**src/rtl/mem_line_packer_if.sv**
```systemverilog
// rtl/mem_line_packer_if.sv - word-in / line-out handshake bundle for mem_line_packer
interface mem_line_packer_if #(
    parameter int WORD_W = 32,
    parameter int WORDS  = 4
);
    logic                    in_valid;
    logic                    in_ready;
    logic [WORD_W-1:0]       in_data;
    logic                    in_last;
    logic                    flush;
    logic                    out_valid;
    logic                    out_ready;
    logic [WORD_W*WORDS:0]   out_frame;
    logic [WORDS-1:0]        out_mask;

    // Producer of words and consumer of frames
    modport master (
        output in_valid, in_data, in_last, flush, out_ready,
        input  in_ready, out_valid, out_frame, out_mask
    );

    // The packer itself
    modport slave (
        input  in_valid, in_data, in_last, flush, out_ready,
        output in_ready, out_valid, out_frame, out_mask
    );
endinterface

```
**src/rtl/mem_line_packer.sv**
```systemverilog
// rtl/mem_line_packer.sv - packs 32-bit words into 129-bit {partial, line} frames
module mem_line_packer #(
    parameter int WORD_W        = 32,
    parameter int WORDS         = 4,
    parameter int FLUSH_TIMEOUT = 16
) (
    input  logic               clk,
    input  logic               rst,
    mem_line_packer_if.slave   bus
);
    localparam int LINE_W = WORD_W * WORDS;
    localparam int CNT_W  = (WORDS > 1) ? $clog2(WORDS) : 1;
    localparam int IDLE_W = $clog2(FLUSH_TIMEOUT + 1);

    // S_PEND: a closed line waits in the assembly register for the output register
    typedef enum logic {S_FILL, S_PEND} state_t;

    state_t               state_q, state_d;
    logic [CNT_W-1:0]     cnt_q, cnt_d;
    logic [LINE_W-1:0]    asm_data_q, asm_data_d;
    logic [WORDS-1:0]     asm_mask_q, asm_mask_d;
    logic [IDLE_W-1:0]    idle_q, idle_d;
    logic                 out_valid_q, out_valid_d;
    logic [LINE_W:0]      out_frame_q, out_frame_d;
    logic [WORDS-1:0]     out_mask_q, out_mask_d;

    logic                 accept;
    logic                 out_free;
    logic                 close;
    logic                 load_en;
    logic [LINE_W-1:0]    line_data;
    logic [WORDS-1:0]     line_mask;
    logic [LINE_W-1:0]    load_data;
    logic [WORDS-1:0]     load_mask;

    assign bus.in_ready  = (state_q == S_FILL);
    assign bus.out_valid = out_valid_q;
    assign bus.out_frame = out_frame_q;
    assign bus.out_mask  = out_mask_q;

    // Next-state: merge the incoming word, decide on a close, and move lines downstream
    always_comb begin
        state_d     = state_q;
        cnt_d       = cnt_q;
        asm_data_d  = asm_data_q;
        asm_mask_d  = asm_mask_q;
        idle_d      = '0;
        out_valid_d = out_valid_q;
        out_frame_d = out_frame_q;
        out_mask_d  = out_mask_q;
        load_en     = 1'b0;
        load_data   = asm_data_q;
        load_mask   = asm_mask_q;
        close       = 1'b0;

        accept   = bus.in_valid && (state_q == S_FILL);
        out_free = !out_valid_q || bus.out_ready;

        // The line as it will look after this edge, including a word accepted now
        line_data = asm_data_q;
        line_mask = asm_mask_q;
        if (accept) begin
            line_data[int'(cnt_q)*WORD_W +: WORD_W] = bus.in_data;
            line_mask[cnt_q] = 1'b1;
        end

        // Word-, flush- and timeout-driven closes collapse into one event
        if (state_q == S_FILL) begin
            if (accept && ((cnt_q == CNT_W'(WORDS - 1)) || bus.in_last))
                close = 1'b1;
            if (bus.flush && (line_mask != '0))
                close = 1'b1;
            if (!accept && (asm_mask_q != '0) && (idle_q == IDLE_W'(FLUSH_TIMEOUT)))
                close = 1'b1;
        end

        if (out_valid_q && bus.out_ready)
            out_valid_d = 1'b0;

        case (state_q)
            S_FILL: begin
                asm_data_d = line_data;
                asm_mask_d = line_mask;
                if (accept)
                    cnt_d = cnt_q + 1'b1;
                if (close) begin
                    if (out_free) begin
                        load_en   = 1'b1;
                        load_data = line_data;
                        load_mask = line_mask;
                    end else begin
                        state_d = S_PEND;
                    end
                end
                if (!accept && !close && (asm_mask_q != '0))
                    idle_d = idle_q + 1'b1;
            end
            S_PEND: begin
                if (out_free) begin
                    load_en = 1'b1;
                    state_d = S_FILL;
                end
            end
            default: state_d = S_FILL;
        endcase

        // A line leaving the assembly empties it so the next word lands in slot 0
        if (load_en) begin
            out_valid_d = 1'b1;
            out_frame_d = {!(&load_mask), load_data};
            out_mask_d  = load_mask;
            asm_data_d  = '0;
            asm_mask_d  = '0;
            cnt_d       = '0;
        end
    end

    // State registers; reset discards every buffered line immediately
    always_ff @(posedge clk or posedge rst) begin
        if (rst) begin
            state_q     <= S_FILL;
            cnt_q       <= '0;
            asm_data_q  <= '0;
            asm_mask_q  <= '0;
            idle_q      <= '0;
            out_valid_q <= 1'b0;
            out_frame_q <= '0;
            out_mask_q  <= '0;
        end else begin
            state_q     <= state_d;
            cnt_q       <= cnt_d;
            asm_data_q  <= asm_data_d;
            asm_mask_q  <= asm_mask_d;
            idle_q      <= idle_d;
            out_valid_q <= out_valid_d;
            out_frame_q <= out_frame_d;
            out_mask_q  <= out_mask_d;
        end
    end
endmodule

```
**src/flat_wrapper.sv**
```systemverilog
// flat-port wrapper written by rule: the top's interface ports become plain ports
module mem_line_packer_flat 
#(
    parameter int WORD_W        = 32,
    parameter int WORDS         = 4,
    parameter int FLUSH_TIMEOUT = 16
)
  (clk, rst, bus_in_valid, bus_in_data, bus_in_last, bus_flush, bus_out_ready, bus_in_ready, bus_out_valid, bus_out_frame, bus_out_mask);
  mem_line_packer_if #(.WORD_W(WORD_W), .WORDS(WORDS)) bus_i ();
  input  logic clk;
  input  logic rst;
  input wire logic [$bits(bus_i.in_valid)-1:0] bus_in_valid;
  input wire logic [$bits(bus_i.in_data)-1:0] bus_in_data;
  input wire logic [$bits(bus_i.in_last)-1:0] bus_in_last;
  input wire logic [$bits(bus_i.flush)-1:0] bus_flush;
  input wire logic [$bits(bus_i.out_ready)-1:0] bus_out_ready;
  output wire logic [$bits(bus_i.in_ready)-1:0] bus_in_ready;
  output wire logic [$bits(bus_i.out_valid)-1:0] bus_out_valid;
  output wire logic [$bits(bus_i.out_frame)-1:0] bus_out_frame;
  output wire logic [$bits(bus_i.out_mask)-1:0] bus_out_mask;
  assign bus_i.in_valid = bus_in_valid;
  assign bus_i.in_data = bus_in_data;
  assign bus_i.in_last = bus_in_last;
  assign bus_i.flush = bus_flush;
  assign bus_i.out_ready = bus_out_ready;
  assign bus_in_ready = bus_i.in_ready;
  assign bus_out_valid = bus_i.out_valid;
  assign bus_out_frame = bus_i.out_frame;
  assign bus_out_mask = bus_i.out_mask;
  mem_line_packer #(.WORD_W(WORD_W), .WORDS(WORDS), .FLUSH_TIMEOUT(FLUSH_TIMEOUT)) u_core (.clk(clk), .rst(rst), .bus(bus_i));
endmodule
```
**config.mk**
```make
export PLATFORM = sky130hd
export DESIGN_NAME = mem_line_packer_flat
export DESIGN_NICKNAME = d
export VERILOG_FILES = /design/src/rtl/mem_line_packer_if.sv /design/src/rtl/mem_line_packer.sv /design/src/flat_wrapper.sv
export SDC_FILE = /design/constraint.sdc
export NUM_CORES = 1
export LEC_CHECK = 0
export CAP_MARGIN = 20
export CORE_MARGIN = 4
export CORE_UTILIZATION = 35
export DETAILED_ROUTE_END_ITERATION = 8
export GPL_TIMING_DRIVEN = 0
export SYNTH_ARGS = -nofsm -noshare
export SYNTH_HDL_FRONTEND = slang
export SYNTH_SLANG_ARGS = --single-unit
```
**constraint.sdc**
```tcl
create_clock -name clk -period 17 [get_ports clk]
set_input_delay 3.4 -clock clk [delete_from_list [all_inputs] [get_ports clk]]
set_output_delay 3.4 -clock clk [all_outputs]
set_load 0.005 [all_outputs]
```
Word-level counts from Yosys, hierarchy flattened
Index checks and enable logic that the tools add are counted.

word-level totals
  output and inout bits = 135
  flip-flop bits (word level) = 274
  input port bits = 38

operators by class
  bitwise logic cells = 2
  eq/ne operators = 3
  add/sub/neg operators = 3
  muxes and demuxes = 32
  reductions and logical operators = 21
  shifts and indexed selects = 2
  order comparisons = 2

operator list
  kind                                                                                 number
  128-bit 2-to-1 mux                                                                   6
  128-bit bitwise mux                                                                  1
  32-bit by 33-bit variable shift with 128-bit output, first input constant            1
  32-bit by 33-bit variable part select with 128-bit output                            1
  7-bit negation with 33-bit output                                                    1
  4-bit 2-to-1 mux                                                                     6
  1-bit 2-to-1 mux                                                                     11
  5-bit 2-to-1 mux                                                                     2
  1-bit logical AND                                                                    9
  4-bit nonzero test                                                                   2
  2-bit 2-to-1 mux                                                                     3
  5-bit by 1-bit adder with 5-bit output, second input constant                        1
  5-bit == test, second input constant                                                 1
  1-bit zero test                                                                      4
  4-bit OR                                                                             1
  1-bit case mux with 2 select lines                                                   2
  4-bit AND reduction                                                                  1
  2-bit nonzero test                                                                   2
  2-bit by 3-bit less-than comparator with 1-bit output, second input constant         1
  2-bit by 1-bit adder with 2-bit output, second input constant                        1
  1-bit demux with 2-bit select                                                        1
  2-bit == test, second input constant                                                 1
  2-bit by 1-bit greater-or-equal comparator with 1-bit output, second input constant  1
  1-bit logical OR                                                                     2
  other kinds (3)                                                                      3

Depth between registers and ports, before layout
  depth after elaboration = 16
  depth in mapped cells = 10

Least setup slack after synthesis
Ideal clock, no wire load.

  path type = input -> register
  from = in bus_in_valid
  to = reg u_core.out_mask_q[0], in the netlist u_core.bus.out_mask[0]
  arrival time = 4,871 ps
  cell stages on the path = 7
  setup slack = 12,005 ps
  path through = nor2b_1 buf_2 nor3_1 o41a_1 buf_2 buf_2 mux2_2

between the ends
  word-level cells in the longest chain between the ends = 9
  elaborated cells between the ends (all ways) = 17
  classes of those cells = mux (10); reduce/logical (7)

RTL lines
  item                                                                           line                    RTL
  from (decl)                                                                    flat_wrapper.sv:12      input wire logic [$bits(bus_i.in_valid)-1:0] bus_in_valid;
  1-bit logical AND (*)                                                          mem_line_packer.sv:56   accept = bus.in_valid && (state_q == S_FILL);
  4-bit 2-to-1 mux                                                               mem_line_packer.sv:62   if (accept) begin
  4-bit nonzero test                                                             mem_line_packer.sv:71   if (bus.flush && (line_mask != '0))
  1-bit logical AND                                                              mem_line_packer.sv:71
  1-bit 2-to-1 mux                                                               mem_line_packer.sv:71
  1-bit 2-to-1 mux                                                               mem_line_packer.sv:73   if (!accept && (asm_mask_q != '0) && (idle_q == IDLE_W'(FLUSH_TIMEOUT)))
  1-bit 2-to-1 mux                                                               mem_line_packer.sv:68   if (state_q == S_FILL) begin
  1-bit 2-to-1 mux / 4-bit 2-to-1 mux (equally long branches)                    mem_line_packer.sv:86   if (close) begin
  1-bit case mux with 2 select lines / 4-bit 2-to-1 mux (equally long branches)  mem_line_packer.sv:80   case (state_q)
  to (signal assigned)                                                           mem_line_packer.sv:137  out_mask_q <= out_mask_d;
  to (decl)                                                                      mem_line_packer.sv:25   logic [WORDS-1:0] out_mask_q, out_mask_d;

Mark *: on every way between the ends. The rest lies on a longest branch, timed or not.
A chain may end at the register's enable or synchronous reset.

Worst setup path after layout
  from = in bus_in_valid
  to = reg u_core.asm_data_q[59]

between the ends
  word-level cells in the longest chain between the ends = 10
  elaborated cells between the ends (all ways) = 18
  classes of those cells = eq/ne (1); mux (10); reduce/logical (7)

RTL lines
  item                                                                                 line                    RTL
  1-bit logical AND (*)                                                                mem_line_packer.sv:56
  4-bit 2-to-1 mux                                                                     mem_line_packer.sv:62
  4-bit nonzero test                                                                   mem_line_packer.sv:71
  1-bit logical AND                                                                    mem_line_packer.sv:71
  1-bit 2-to-1 mux                                                                     mem_line_packer.sv:71
  1-bit 2-to-1 mux                                                                     mem_line_packer.sv:73
  1-bit 2-to-1 mux                                                                     mem_line_packer.sv:68
  1-bit 2-to-1 mux                                                                     mem_line_packer.sv:86
  1-bit case mux with 2 select lines                                                   mem_line_packer.sv:80
  2-bit inequality test (no source line) / 128-bit 2-to-1 mux (equally long branches)  -
  to (signal assigned)                                                                 mem_line_packer.sv:132  asm_data_q <= asm_data_d;
  to (decl)                                                                            mem_line_packer.sv:20   logic [LINE_W-1:0] asm_data_q, asm_data_d;

Mark *: on every way between the ends. The rest lies on a longest branch, timed or not. The select of a mux whose other input is x is not followed.

==> impl_metrics.yaml <==
cts:
  cts-root-buf: "clkbuf_16"
  path_clk_slew_ns: 0.06
  clock_latency_ns: 0.57
  holdBufCountCts: 0
  cts_tree: "done"
  postCtsResizedCells: 0
  cts_buffer_depth: 3
  numCtsBuffers: 30
  htreeDepth: 1
  post-cts-setup-buffers: 0
  cts.sinks: 274
setup_path:
  reg2reg_depth: 8
  rr_startpoint: "u_core.cnt_q[0]"
  crit_type: "in -> reg"
  arrival_ns: 6.39
  required_ns: 17.48
  r2r_slack_ns: 13.53
  worstPathMaxFanout: 10
  cp-end-kind: "flop"
  critPathLaunchType: "input port"
  reg2reg_to: "u_core.bus.out_frame[32]"
timing:
  worst_pin_slew_ns: 0.9519
  setup_viol: 0
  drv_slew: 0
  hold_violations: 0
  fin_crit_sh: 0.3477
  skew_ns: 0.03654
  rsz0062_at_grt: "false"
  min_period_ns: 5.912
  max_freq_mhz: 169.2
  fin_tns_setup_ns: 0
  slew_headroom: 0.3601
  whs_ns: 0.4911
synthesis:
  yosysMostFrequentCell: "dfrtp_1"
  synth_ff_type: "dfrtp_1"
  postSynthAreaPerCell_um2: 10.74
  synth_warnings: 0
  syn_inst: 1158
  synthArstFlopShare: 1.000
  synthesis.nets: 1206
  synth_top_area_share: 0.5511
  synth_top_area_cell: "dfrtp_1"
  synth.distinct_cells: 47
  synth-seq-cells: 274
  syn-cell-area_um2: 12440
  synthTopCellsByCount: "274 x dfrtp_1, 192 x nor2_1, 175 x a22o_1"
  yosysSeqAreaShare: 0.5511
  synthTopCellsByArea: "dfrtp_1 55%, a22o_1 12%, nor2_1 5.8%, a22oi_1 4.1%, a211oi_1 3.4%"
  synth_edf_count: 0
cells_and_area:
  drive_above_1_share: 0.08177
  final_nets: 1411
  fill_cells: 3284
  antenna_cells: 0
  area_growth_pct: 26.85
floorplanning:
  start_util: 0.3575
  die_h_um: 196.5
  die-width_um: 196.5
  coreArea_um2: 34800
  num_rows: 68
  die-area_um2: 38630
  io-pin-count: 173
grt:
  grt.met3_usage: 0.04171
  grt_max_degree: 119
  grt_pass1_vias: 10510
  met2_usage: 0.3171
  grtUsageMet1: 0.3174
  track_usage: 0.2129
  grt_overflow: 0
  grt-busiest-layer: "met1"
  antenna_found_initial: 1
  grt_pass1_wl_um: 65090
pwr:
  p_clk_frac: 0.218
  p_comb_frac: 0.450
  seq_power_share: 0.332
  vdd_drop_max_v: 0.00009080
  p_int_w: 0.001864
  power.switching_w: 0.001159
  power_density_nw_per_um2: 191.5
  power_w: 0.003022
  p_leak_nw: 6.724
  swShare: 0.3833
worst_hold_path:
  hp-class: "reg -> reg"
  min-delay-start: "u_core.idle_q[0]"
  min_to: "u_core.idle_q[0]"
  whs_path_depth: 1
placed_design:
  port-buffer-count: 171
  gp_congestion: 0.8321
  place_hpwl_um: 29680
route:
  routed_wl_um: 42260
  vias_per_cell: 5.735
  route.detailed.drc: 0
  drtAntennaViolNets: 0
  dr.pass1.iters: 5
  drt_iter0_markers: 1008
  routedWlPerCell_um: 23.01
  num_vias: 10540
run_status:
  outcome: "completed"
flow_run:
  cap_viol_max_count: 0
-- cell usage in the layout, fill, tap and decap left out, types with 3 or more instances in the layout --
master and n:
dfrtp_1 274, nor2_1 192, a22o_1 175, clkdlybuf4s50_1 171, clkbuf_1 69, a22oi_1 68
a21oi_1 67, a211oi_1 56, nand2b_1 52, o31ai_1 49, buf_2 32, clkbuf_16 30
nand2_1 18, ha_1 10, nand3_1 9, o221a_2 9, clkbuf_8 9, inv_1 8
a32oi_1 8, buf_4 6, a31oi_1 6, nor4_2 5, o21ai_0 5, buf_1 4
nand3b_1 3, o22ai_1 3, nor3_1 3, a21oi_2 3, a21boi_2 3
-- per-layer routing --
layer,vias up,wire length (um)
met5,-,8
met2,402,18620
met3,63,3020
li1,4757,-
met1,5312,19410
met4,2,1207
-- registers in the layout, indices dropped and copies added, names as in the netlist --
register / count
u_core.idle_q: 5
u_core.asm_data_q: 128
u_core.asm_mask_q: 4
u_core.bus.out_valid: 1
u_core.state_q: 1
u_core.cnt_q: 2
u_core.bus.out_frame: 129
u_core.bus.out_mask: 4
-- through the flow --
stage | utilization | setup slack (ns) | cells | cell area (um^2)
2_1_floorplan | - | 6.048 | 1158 | 12440
3_3_place_gp | 0.4231 | 2.232 | 1784 | 14720
3_5_place_dp | 0.4249 | 10.60 | 1786 | 14780
4_1_cts | 0.4535 | 11.16 | 1837 | 15780
5_1_grt | 0.4535 | 10.92 | 1837 | 15780
6_report | 0.4535 | 11.09 | 1837 | 15780
-- how the worst max path moves through the flow --
stage	start	slack, ns	cells past startpoint	to
after floorplan	rst	6.05	1	u_core.asm_data_q[0]
after CTS	bus_in_valid	11.16	6	u_core.asm_data_q[59]
after global routing	bus_in_valid	10.92	6	u_core.asm_data_q[63]
final	bus_in_valid	11.09	6	u_core.asm_data_q[59]
after detailed placement	bus_in_valid	10.60	6	u_core.asm_data_q[59]
after global placement	rst	2.23	2	u_core.bus.out_frame[23]
-- logic make-up (layout without fill, tap and decap cells) --
| family | Yosys count | in the layout | synth area share |
|---|---|---|---|
| AO/OA/AOI/OAI | 464 | 464 | 0.2881 |
| buffers and inverters | 117 | 341 | 0.04154 |
| XOR/XNOR | 3 | 3 | 0.002112 |
| multiplexers | 1 | 1 | 0.0009051 |
| flip-flops | 274 | 274 | 0.5511 |
| adder cells (fa/ha/maj) | 10 | 10 | 0.01006 |
| AND/OR/NAND/NOR | 289 | 289 | 0.1061 |
-- power by group through the flow --
stage | Sequential (W) | Clock (W) | Combinational, W
2_1_floorplan | 0.000986 | 0 | 0.000717
3_3_place_gp | 0.00101 | 0 | 0.00135
3_5_place_dp | 0.00101 | 0 | 0.00136
4_1_cts | 0.00100 | 0.000667 | 0.00137
5_1_grt | 0.00103 | 0.000697 | 0.00149
6_report | 0.00100 | 0.000660 | 0.00136
-- critical path, stage by stage --
cell,delay [ns]
clkdlybuf4s50_1,0.61
nand3b_1,0.40
nor4_2,0.85
buf_2,0.42
a21boi_2,0.50
a22o_1,0.21
-- cell type report --
type | instances | area, um^2 | area share
sequential | 274 | 6857 | 0.4345
multi-input combinational | 767 | 5067 | 0.3211
timing repair buffer | 173 | 1767 | 0.1119
clock buffer | 44 | 893.4 | 0.05661
tap | 455 | 569.3 | 0.03607
buffer | 108 | 483.0 | 0.03060
clock inverter | 7 | 103.9 | 0.006581
inverter | 9 | 41.29 | 0.002616
Note: power is estimated with default switching activity, not from simulation.
==> variant, RTL diff (config.mk and constraints unchanged) <==
`WORDS` is set to 4 in 3 places; all go to 8.
--- a/src/rtl/mem_line_packer_if.sv
+++ b/src/rtl/mem_line_packer_if.sv
@@ -1,7 +1,7 @@
 // rtl/mem_line_packer_if.sv - word-in / line-out handshake bundle for mem_line_packer
 interface mem_line_packer_if #(
     parameter int WORD_W = 32,
-    parameter int WORDS  = 4
+    parameter int WORDS  = 8
 );
     logic                    in_valid;
     logic                    in_ready;
--- a/src/rtl/mem_line_packer.sv
+++ b/src/rtl/mem_line_packer.sv
@@ -1,7 +1,7 @@
 // rtl/mem_line_packer.sv - packs 32-bit words into 129-bit {partial, line} frames
 module mem_line_packer #(
     parameter int WORD_W        = 32,
-    parameter int WORDS         = 4,
+    parameter int WORDS         = 8,
     parameter int FLUSH_TIMEOUT = 16
 ) (
     input  logic               clk,
--- a/src/flat_wrapper.sv
+++ b/src/flat_wrapper.sv
@@ -2,7 +2,7 @@
 module mem_line_packer_flat 
 #(
     parameter int WORD_W        = 32,
-    parameter int WORDS         = 4,
+    parameter int WORDS         = 8,
     parameter int FLUSH_TIMEOUT = 16
 )
   (clk, rst, bus_in_valid, bus_in_data, bus_in_last, bus_flush, bus_out_ready, bus_in_ready, bus_out_valid, bus_out_frame, bus_out_mask);
Ports: changed (resized bus_out_frame and bus_out_mask); port bits go from 173 to 305. The function was not compared with the original's and may differ.
==> variant against the unedited design <==
Cell area up 88%; sequential cell count is 265 higher; utilization down 0.25 points; setup slack lost 0.22 ns; area after synthesis grew 86%; wire length grew 100%; total power grew 41%; clock power grew 110%; highest routed layer unchanged.
==> variant: results (changes against the unedited design) <==
status=finished clean; crit path DAT=6.66 ns (+0.27 ns); routability-driven placement congestion ratio=0.929 (+12%); clk_lat worst skew=0.63 ns (+0.06 ns); Via Count=19295 (+83%); Post-Syn Nets=2182 (+81%); Crit. Startpoint=bus_flush; initial antenna violation count=5 (+4); max FFs per register=257 (+99%); most used routing layer=met2; met2 routed WL=40300 um (+120%); met3 usage=0.0480 (+0.00630); Worst R2R Setup Slack=13.24 ns (-0.29 ns); Max stage delay on crit path=0.82 ns (-0.03 ns); Worst Hold End=u_core.bus.out_frame[11]; met1 usage=0.314 (-0.00291); worst hold start=u_core.bus.out_frame[11]; DR WL met3=6580 um (+120%); met1 WL=35600 um (+84%); first-pass GRT wire length=127000 um (+95%); total track usage=0.237 (+0.0240); Layout Nets=2559 (+81%); CP top delay family=buffers and inverters; depth of the worst hold-timing path=2 (+1); Placement Setup Slack=10.38 ns (-0.215 ns); Placed Cells=3317 (+86%); distinct cell type count of the synthesized netlist=63 (+34%); largest net degree at the start of global routing=45 (-62%); Layout Skew=0.0278 ns (-0.00879 ns); CP max-delay cell=buf_1; synth top area cells=dfrtp_1 58%, nand2_1 6.2%, a22o_1 4.7%; peak supply drop=82.8 uV (-8.8%); worst hold slack=0.478 ns (-0.0131 ns); Via density=5.62 (-2.0%); worst r2r path cells=9 (+1); P_leak=12.4 nW (+85%)
-- variant: kinds of logic (layout without fill, tap and decap cells) --
group,after synthesis,after routing,share of synthesized area
flops,539,539,0.583
xor+xnor,3,3,0.00114
fa+ha+maj,6,6,0.00324
simple gates,632,632,0.119
compound gates,648,648,0.221
other cells,0,3,0
buf+inv,251,678,0.0471
mux,59,59,0.0255
-- variant: area by class of cell --
cell class | count | area (um2)
Tap cell | 864 | 1080
Inverter | 43 | 165
Clock buffer | 92 | 1790
Clock inverter | 19 | 282
Multi-Input combinational cell | 1348 | 8570
Buffer | 208 | 930
Timing Repair Buffer | 316 | 3290
Sequential cell | 539 | 13500
Fill cell | 6180 | 36000
Antenna cell | 3 | 7.51
-- variant: where the power goes --
group / internal, mW / total, mW / switching (mW)
clock network: 0.814 / 1.36 / 0.544
registers: 1.47 / 1.65 / 0.171
logic: 0.524 / 1.26 / 0.735
total: 2.81 / 4.26 / 1.45
